[src/rtl/mmc1_serial_mapper.sv]
// MMC1-family serial-load bank mapper: serial shift port into four bank registers,
// PRG/CHR linear address generation, CIRAM A10, PRG-RAM gating and an optional IRQ timer.
module mmc1_serial_mapper #(
    parameter int              PRG_BANK_W = 4,
    parameter int              CHR_BANK_W = 5,
    parameter int              REVISION   = 1,
    parameter int              OUTER_PRG  = 1,
    parameter int              RAM_BANK_W = 0,
    parameter int              IRQ_EN     = 0,
    parameter int              IRQ_W      = 30,
    parameter logic [IRQ_W-1:0] IRQ_TARGET = IRQ_W'(30'h2800000)
) (
    input  logic        clk,
    input  logic        reset,
    input  logic        ce,
    input  logic        enable,
    input  logic [1:0]  mirror_fixed,
    input  logic [15:0] prg_ain,
    input  logic        prg_write,
    input  logic [7:0]  prg_din,
    input  logic [13:0] chr_ain,
    output logic [21:0] prg_aout,
    output logic        prg_allow,
    output logic [21:0] chr_aout,
    output logic        vram_a10,
    output logic        vram_ce,
    output logic        irq
);

    typedef enum logic [1:0] {
        REG_CONTROL = 2'd0,
        REG_CHR0    = 2'd1,
        REG_CHR1    = 2'd2,
        REG_PRG     = 2'd3
    } reg_sel_t;

    localparam logic [4:0] SHIFT_EMPTY = 5'b10000;
    localparam logic [4:0] CHR_MASK    = 5'((1 << CHR_BANK_W) - 1);

    logic [4:0] shift_q;
    logic [4:0] control_q;
    logic [4:0] chr0_q;
    logic [4:0] chr1_q;
    logic [4:0] prg_q;
    logic       delay_q;

    logic       clear;
    logic       cpu_write;
    logic [4:0] shift_next;
    logic       unused_din;

    assign clear      = reset | ~enable;
    assign cpu_write  = ce & prg_write & prg_ain[15];
    assign shift_next = {prg_din[0], shift_q[4:1]};
    // Only bit7 (reset) and bit0 (serial data) of a CPU write carry meaning.
    assign unused_din = ^prg_din[6:1];

    // NOTE: sequential state is written with non-blocking assignments only, so every
    // register samples the pre-edge values of its peers (shift_q vs. commit target).
    always_ff @(posedge clk) begin
        if (clear) begin
            shift_q   <= SHIFT_EMPTY;
            control_q <= 5'b01100;
            chr0_q    <= '0;
            chr1_q    <= '0;
            prg_q     <= '0;
            delay_q   <= 1'b0;
        end else if (ce) begin
            delay_q <= cpu_write;
            if (cpu_write) begin
                if (prg_din[7]) begin
                    shift_q   <= SHIFT_EMPTY;
                    control_q <= control_q | 5'b01100;
                end else if (!delay_q) begin
                    if (!shift_q[0]) begin
                        shift_q <= shift_next;
                    end else begin
                        // Marker bit reached bit0: this is the fifth bit, commit it.
                        shift_q <= SHIFT_EMPTY;
                        unique case (reg_sel_t'(prg_ain[14:13]))
                            REG_CONTROL: control_q <= shift_next;
                            REG_CHR0:    chr0_q    <= shift_next;
                            REG_CHR1:    chr1_q    <= shift_next;
                            REG_PRG:     prg_q     <= shift_next;
                        endcase
                    end
                end
            end
        end
    end

    logic [4:0]            chr_sel5;
    logic [4:0]            chrsel_ext;
    logic [CHR_BANK_W-1:0] chrsel;
    logic [PRG_BANK_W-1:0] prg_bank;
    logic [PRG_BANK_W-1:0] prgsel;
    logic                  outer_bit;
    logic [1:0]            ram_bank;
    logic [21:0]           rom_addr;
    logic [21:0]           ram_addr;
    logic                  ram_en;
    logic [1:0]            mirror_mode;

    // NOTE: every signal assigned in an always_comb gets a value on every path
    // (default or full case), otherwise synthesis infers a latch.
    always_comb begin
        if (control_q[4]) chr_sel5 = chr_ain[12] ? chr1_q : chr0_q;
        else              chr_sel5 = {chr0_q[4:1], chr_ain[12]};
    end

    assign chrsel_ext = chr_sel5 & CHR_MASK;
    assign chrsel     = chrsel_ext[CHR_BANK_W-1:0];
    assign prg_bank   = prg_q[PRG_BANK_W-1:0];

    always_comb begin
        unique case (control_q[3:2])
            2'b00, 2'b01: prgsel = {prg_bank[PRG_BANK_W-1:1], prg_ain[14]};
            2'b10:        prgsel = prg_ain[14] ? prg_bank : '0;
            default:      prgsel = prg_ain[14] ? '1 : prg_bank;
        endcase
    end

    always_comb begin
        if (RAM_BANK_W == 0)      ram_bank = 2'b00;
        else if (RAM_BANK_W == 1) ram_bank = {1'b0, chrsel_ext[2]};
        else                      ram_bank = chrsel_ext[3:2];
    end

    assign outer_bit = (OUTER_PRG != 0) ? chrsel_ext[4] : 1'b0;
    assign rom_addr  = 22'({outer_bit, prgsel, prg_ain[13:0]});
    assign ram_addr  = {7'b1111000, ram_bank, prg_ain[12:0]};
    assign prg_aout  = prg_ain[15] ? rom_addr : ram_addr;

    // MMC1A ignores prg[4]; MMC1B uses it as the PRG-RAM disable.
    assign ram_en    = (REVISION == 0) || !prg_q[4];
    assign prg_allow = prg_ain[15] ? ~prg_write : ((prg_ain[14:13] == 2'b11) && ram_en);

    assign chr_aout  = 22'({5'b10000, chrsel, chr_ain[11:0]});

    assign mirror_mode = (mirror_fixed != 2'b00) ? mirror_fixed : control_q[1:0];
    always_comb begin
        unique case (mirror_mode)
            2'd0:    vram_a10 = 1'b0;
            2'd1:    vram_a10 = 1'b1;
            2'd2:    vram_a10 = chr_ain[10];
            default: vram_a10 = chr_ain[11];
        endcase
    end

    assign vram_ce = chr_ain[13];

    generate
        if (IRQ_EN != 0) begin : g_irq
            logic [IRQ_W-1:0] cnt_q;
            logic             irq_q;

            always_ff @(posedge clk) begin
                if (clear) begin
                    cnt_q <= '0;
                    irq_q <= 1'b0;
                end else begin
                    irq_q <= (cnt_q >= IRQ_TARGET);
                    if (ce) begin
                        if (chr0_q[4])        cnt_q <= '0;
                        else if (cnt_q != '1) cnt_q <= cnt_q + IRQ_W'(1);
                    end
                end
            end

            assign irq = irq_q;
        end else begin : g_no_irq
            assign irq = 1'b0;
        end
    endgenerate

endmodule

[config.mk]
export PLATFORM = sky130hd
export DESIGN_NAME = mmc1_serial_mapper
export DESIGN_NICKNAME = d
export VERILOG_FILES = /design/src/rtl/mmc1_serial_mapper.sv
export SDC_FILE = /design/constraint.sdc
export NUM_CORES = 1
export LEC_CHECK = 0
export CORE_MARGIN = 5
export CORE_UTILIZATION = 38
export DETAILED_ROUTE_END_ITERATION = 7
export PLACE_DENSITY = 0.92
export SYNTH_ARGS = -nofsm -noshare
export SYNTH_HDL_FRONTEND = slang
export SYNTH_SLANG_ARGS = --single-unit
[constraint.sdc]
create_clock -name clk -period 2 [get_ports clk]
set_clock_uncertainty 0.15 [all_clocks]
set_input_delay 0.5 -clock clk [delete_from_list [all_inputs] [get_ports clk]]
set_output_delay 0.5 -clock clk [all_outputs]
set_load 0.01 [all_outputs]
==> results of run 1 <==
[final cells by class]
class	count	area (um^2)
clock buffer	4	55.1
fill	389	2130
inverter	2	7.51
multi-input combinational	121	830
sequential	26	523
tap	50	62.6
timing repair buffer	52	417
[power by group through the flow]
| stage | clock [mW] | combinational [mW] | sequential [mW] |
|---|---|---|---|
| after global placement | 0 | 0.147 | 0.532 |
| after floorplan | 0 | 0.123 | 0.531 |
| after CTS | 0.340 | 0.143 | 0.520 |
| after global routing | 0.354 | 0.154 | 0.520 |
| after detailed placement | 0 | 0.150 | 0.532 |
| final | 0.334 | 0.142 | 0.520 |
[cells in the mapped netlist, drive strengths merged]
cell    instances
a21o            1
or2             1
nor2            7
nand2          29
inv             2
a32oi           1
nand4           5
mux2i          20
nand4b          2
nor4b           2
dfxtp          26
o211ai          1
nor3b           2
mux2            4
or2b            1
and3            1
buf            38
clkbuf          3
nor3            2
and4b           1
nand2b          4
o22a            1
a21oi          11
conb            2
and2            2
o21ai          11
nand3           2
nor2b           1
and2b           3
[state kept, by name, summed over array words and instances, names as in the netlist]
name / flops
chr0_q: 5
chr1_q: 5
prg_q: 5
control_q: 5
shift_q: 5
delay_q: 1
[cell families after synthesis]
| group | share of synthesized area |
|---|---|
| AOI/OAI and AO/OA | 0.0900 |
| muxes | 0.155 |
| DFF | 0.329 |
| buffers and inverters | 0.187 |
| and+or+nand+nor | 0.235 |
| other | 0.00474 |
[worst register-to-register path, cell delays in order (launching register included)]
cell and delay (ps):
dfxtp_1 370, nor3b_4 300, buf_4 170, nand4_2 220
mux2i_1 190
[metal layers]
| layer | GRT usage | up-vias |
|---|---|---|
| met2 | 0.235 | 38 |
| met1 | 0.140 | 610 |
| met5 | 0 | - |
| li1 | - | 635 |
| met3 | 0.0324 | 4 |
| met4 | 0.0277 | 0 |
[what timing repair did]
item	4_1_cts	5_1_grt
pin swaps	3	3
gates resized for setup	68	16
endpoints found under the setup margin	18	11
hold endpoints to repair	0	0
cloned	0	0
setup buffers	3	0
[path summary, 6_finish.rpt]
kind,from,endpoint,cells after the start
hold reg to reg,chr1_q[3],chr1_q[3],2
setup reg to reg,delay_q,prg_q[4],4
hold / removal,chr1_q[3],chr1_q[3],2
setup / recovery,chr_ain[12],prg_aout[18],5
[through the flow]
stage	instances	setup slack, ps
after global placement	249	-781
after floorplan	190	29.0
after detailed placement	249	-773
after CTS	256	0.669
final	255	12.7
after global routing	255	-13.7
==> results.cfg, run 1 <==
[critical_path]
crit_path_cell_trace = buf_2, nand2_4, mux2_4, or2_4, buf_6
critPathBufInv = 2
slowest_stage = mux2_4
rrSetupSlack_ps = 490
crit_required_ps = 1350
critical_path.top_delay_family = simple AND/OR/NAND/NOR gates
setup.worst_path.end_class = primary output
worstSetupStartpointType = input pin
crit_fanout = 2
criticalPathCategory = in -> out
cpPeakStageDelay_ps = 300
critPathArrivalTime_ps = 1340

[clock_network]
cts_tree = yes
h-tree-depth = 1
cts_buffers = 3
ctsRootBufferMaster = clkbuf_8
path_clk_slew_ps = 90
cts_buffer_depth = 2
cts_hold_buf = 0
clkLatencyLatePin_ps = 270
cts.sinks = 26

[layout]
layout_common_cells = nand2_1, dfxtp_1, mux2i_1
final_cell_area_mm2 = 0.00189
drive_above_1_share = 0.283
n_antenna_cell = 0
area_growth_pct = 19.6
final_core_util = 0.470
final_common_cell = nand2_1
final_nets = 251

[routing]
drt-met1-wl_um = 1330
vias = 1287
highest_layer = met4
drtIter0Drc = 63
drc_errors = 0
met2_length_um = 1900
wl_met3_um = 275
routed_wirelength_um = 3520
ant_nets = 0
wl_per_cell_um = 13.8
routed_via_density = 5.05
drt-pass1-iter-count = 5

[logic_synthesis]
synth_area_leaders = dfxtp_1, buf_4, mux2i_1
synth_top_area_cell = dfxtp_1
syn_area_mm2 = 0.00158
synthCells = 186
yosysUniqueCellTypes = 34
post_synth.cell_area_avg_um2 = 8.52
yosysSeqAreaShare = 0.329
yosys_register_bits = 26
netlist.area_leader.share = 0.329
yosysWarnings = 0

[power_and_ir_drop]
combPwrFrac = 0.143
leakagePower_nw = 0.901
clkPwrFrac = 0.336
power_switching_share = 0.232
p_int_mw = 0.765
power.net_switching_mw = 0.231
cellPowerDensity_mw_per_mm2 = 526
vdd.ir_drop.worst_mv = 0.213
power_mw = 0.996
pwr-share-seq = 0.522

[run_status]
status = complete, no violations

[floorplanning]
dieWidth_um = 74.6
rows = 23
initial_utilization = 0.393
dieArea_mm2 = 0.00556
pin_count = 93
die_y_um = 74.6
coreArea_mm2 = 0.00403

[place]
placed_area_mm2 = 0.00183
io_buffers = 32
dpl.hpwl_um = 2740
place_congestion = 0.931

[global_routing]
overflow = 0
grt_start_max_net_pins = 20
grtUsageTotal = 0.125
grt_pass1_wl_um = 5550
grt_pass1_vias = 1265
antenna_found_initial = 0

[timing]
maxSlewViolCount = 0
finalHoldViolCount = 0
fin_crit_ps = 1990
rsz0062_at_grt = yes
clock.fmax_ghz = 0.503
finalCritPeriodShare = 0.994
fin_hold_ws_ps = 318
setup_viol = 0
timing.setup.tns_ps = 0

[worst_hold_path]
holdCritPathClass = reg -> reg

[flow_run]
cap_violations = 0
Note: power is estimated with default switching activity, not from simulation.
==> run 2: changes to the inputs <==
Settings changed: SETUP_SLACK_MARGIN from default to 0.1.
==> run 2 against run 1 <==
  * Sequential share of layout area up 0.46 points
  * Fmax down 0.17%
  * Worst setup slack worse by 3.4 ps
  * Global-route usage up 0.18 points
  * Critical path type unchanged
  * Critical endpoint unchanged
==> results.cfg, run 2 (synthesis gave the netlist of run 1 again) <==
[critical_path]
r2r_start = delay_q
worstSetupStartpointType = input pin
crit_required_ps = 1350
criticalPathCategory = in -> out
setup.worst_path.end_class = primary output
reg2reg_to = prg_q[0]
startpoint = chr_ain[12]
rrSetupSlack_ps = 570
r2r_cells = 4
critPathArrivalTime_ps = 1340
crit_fanout = 2

[timing]
finalHoldViolCount = 0
finalCritPeriodShare = 0.995
setup_viol = 0
clock.fmax_ghz = 0.502
fin_crit_ps = 1990
maxSlewViolCount = 0
rsz0062_at_grt = yes

[worst_hold_path]
min_from = chr1_q[2]
holdCritPathClass = reg -> reg
holdPathStages = 2
holdPathEnd = chr1_q[2]

[layout]
drive_above_1_share = 0.270
n_antenna_cell = 0
area_growth_pct = 18.5
layout_common_cells = nand2_1, dfxtp_1, mux2i_1
final_nets = 247
final_cell_count_no_fill = 250
final_common_cell = nand2_1

[routing]
drt-pass1-iter-count = 4
wl_per_cell_um = 14.0
vias = 1268
drtIter0Drc = 78
ant_nets = 0
routed_via_density = 5.07
drc_errors = 0
routed_wirelength_um = 3490

[power_and_ir_drop]
pwr-share-seq = 0.548
power_mw = 0.945
power.net_switching_mw = 0.225
p_int_mw = 0.720
clkPwrFrac = 0.301
power_switching_share = 0.238
vdd.ir_drop.worst_mv = 0.246
cellPowerDensity_mw_per_mm2 = 504
leakagePower_nw = 0.882
combPwrFrac = 0.151

[floorplanning]
initial_utilization = 0.393
dieArea_mm2 = 0.00556
dieWidth_um = 74.6
pin_count = 93
rows = 23
die_y_um = 74.6
coreArea_mm2 = 0.00403

[flow_run]
cap_violations = 0

[place]
dp_cells = 246
place_congestion = 0.825
io_buffers = 32
dpl.hpwl_um = 2680

[global_routing]
grtUsageTotal = 0.127
antenna_found_initial = 0
grt_pass1_wl_um = 5530
overflow = 0
grt_pass1_vias = 1224
grt_start_max_net_pins = 14

[clock_network]
cts_hold_buf = 0
cts_buffer_depth = 2
h-tree-depth = 1
ctsRootBufferMaster = clkbuf_8
postCtsSetupBuffers = 0
cts.sinks = 26
cts_tree = yes
cts_buffers = 3
path_clk_slew_ps = 80
clkLatencyLatePin_ps = 260

[run_status]
status = complete, no violations
[run 2: changes by cell type in the layout (fill, tap and decap cells not counted), moves of 2 or more]
cell	before	now
clkbuf_2	6	2
clkdlybuf4s15_2	2	0
buf_6	3	5
buf_4	19	14
buf_2	5	8
mux2_2	2	0
mux2_4	2	4
[run 2: layer usage]
layer  track usage  part of all wire
met3        0.0243             0.085
met5             0                 0
met2         0.221              0.51
met4        0.0395             0.012
met1         0.157              0.39
[run 2: final cells by class]
class / instances / area [um^2]
clock buffers: 3 / 41.3
fillers: 388 / 2150
inverters: 2 / 7.51
multi-input cells: 121 / 841
flip-flops and latches: 26 / 527
well taps: 50 / 62.6
repair buffers: 47 / 390
repair inverters: 1 / 7.51
[run 2: per-stage QoR]
| step | setup TNS (ps) | setup WS, ps | hold slack [ps] | instance area [um^2] | util |
|---|---|---|---|---|---|
| after floorplan | 0 | 125 | 282 | 1610 | - |
| after global placement | -12030 | -770 | 292 | 1820 | 0.453 |
| after detailed placement | -13000 | -771 | 297 | 1820 | 0.453 |
| after CTS | 0 | 8.56 | 312 | 1890 | 0.469 |
| after global routing | -25.8 | -25.8 | 328 | 1880 | 0.466 |
| final | 0 | 9.31 | 310 | 1880 | 0.466 |
[run 2: worst max path at each step]
stage / endpoint / slack [ps] / cells past startpoint
2_1_floorplan: prg_aout[18] / 130 / 3
5_1_grt: prg_aout[18] / -30 / 4
6_report: prg_aout[18] / 9 / 5
4_1_cts: prg_aout[18] / 9 / 5
3_5_place_dp: prg_aout[18] / -770 / 5
3_3_place_gp: prg_aout[18] / -770 / 5
[run 2: critical path, stage by stage]
cell,delay [ps]
buf_2,110
nand2_2,80
mux2_4,300
or2_4,230
buf_6,120
[run 2: power by group through the flow]
stage	Combinational (mW)	Clock [mW]	Sequential, mW
2_1_floorplan	0.123	0	0.531
3_3_place_gp	0.148	0	0.532
3_5_place_dp	0.150	0	0.532
4_1_cts	0.143	0.290	0.518
5_1_grt	0.153	0.319	0.519
6_report	0.142	0.285	0.518
[run 2: what timing repair did]
action | in CTS | in global routing
resized for setup | 89 | 10
setup endpoints to repair | 23 | 32
gates cloned | 1 | 0
pin swaps | 5 | 6
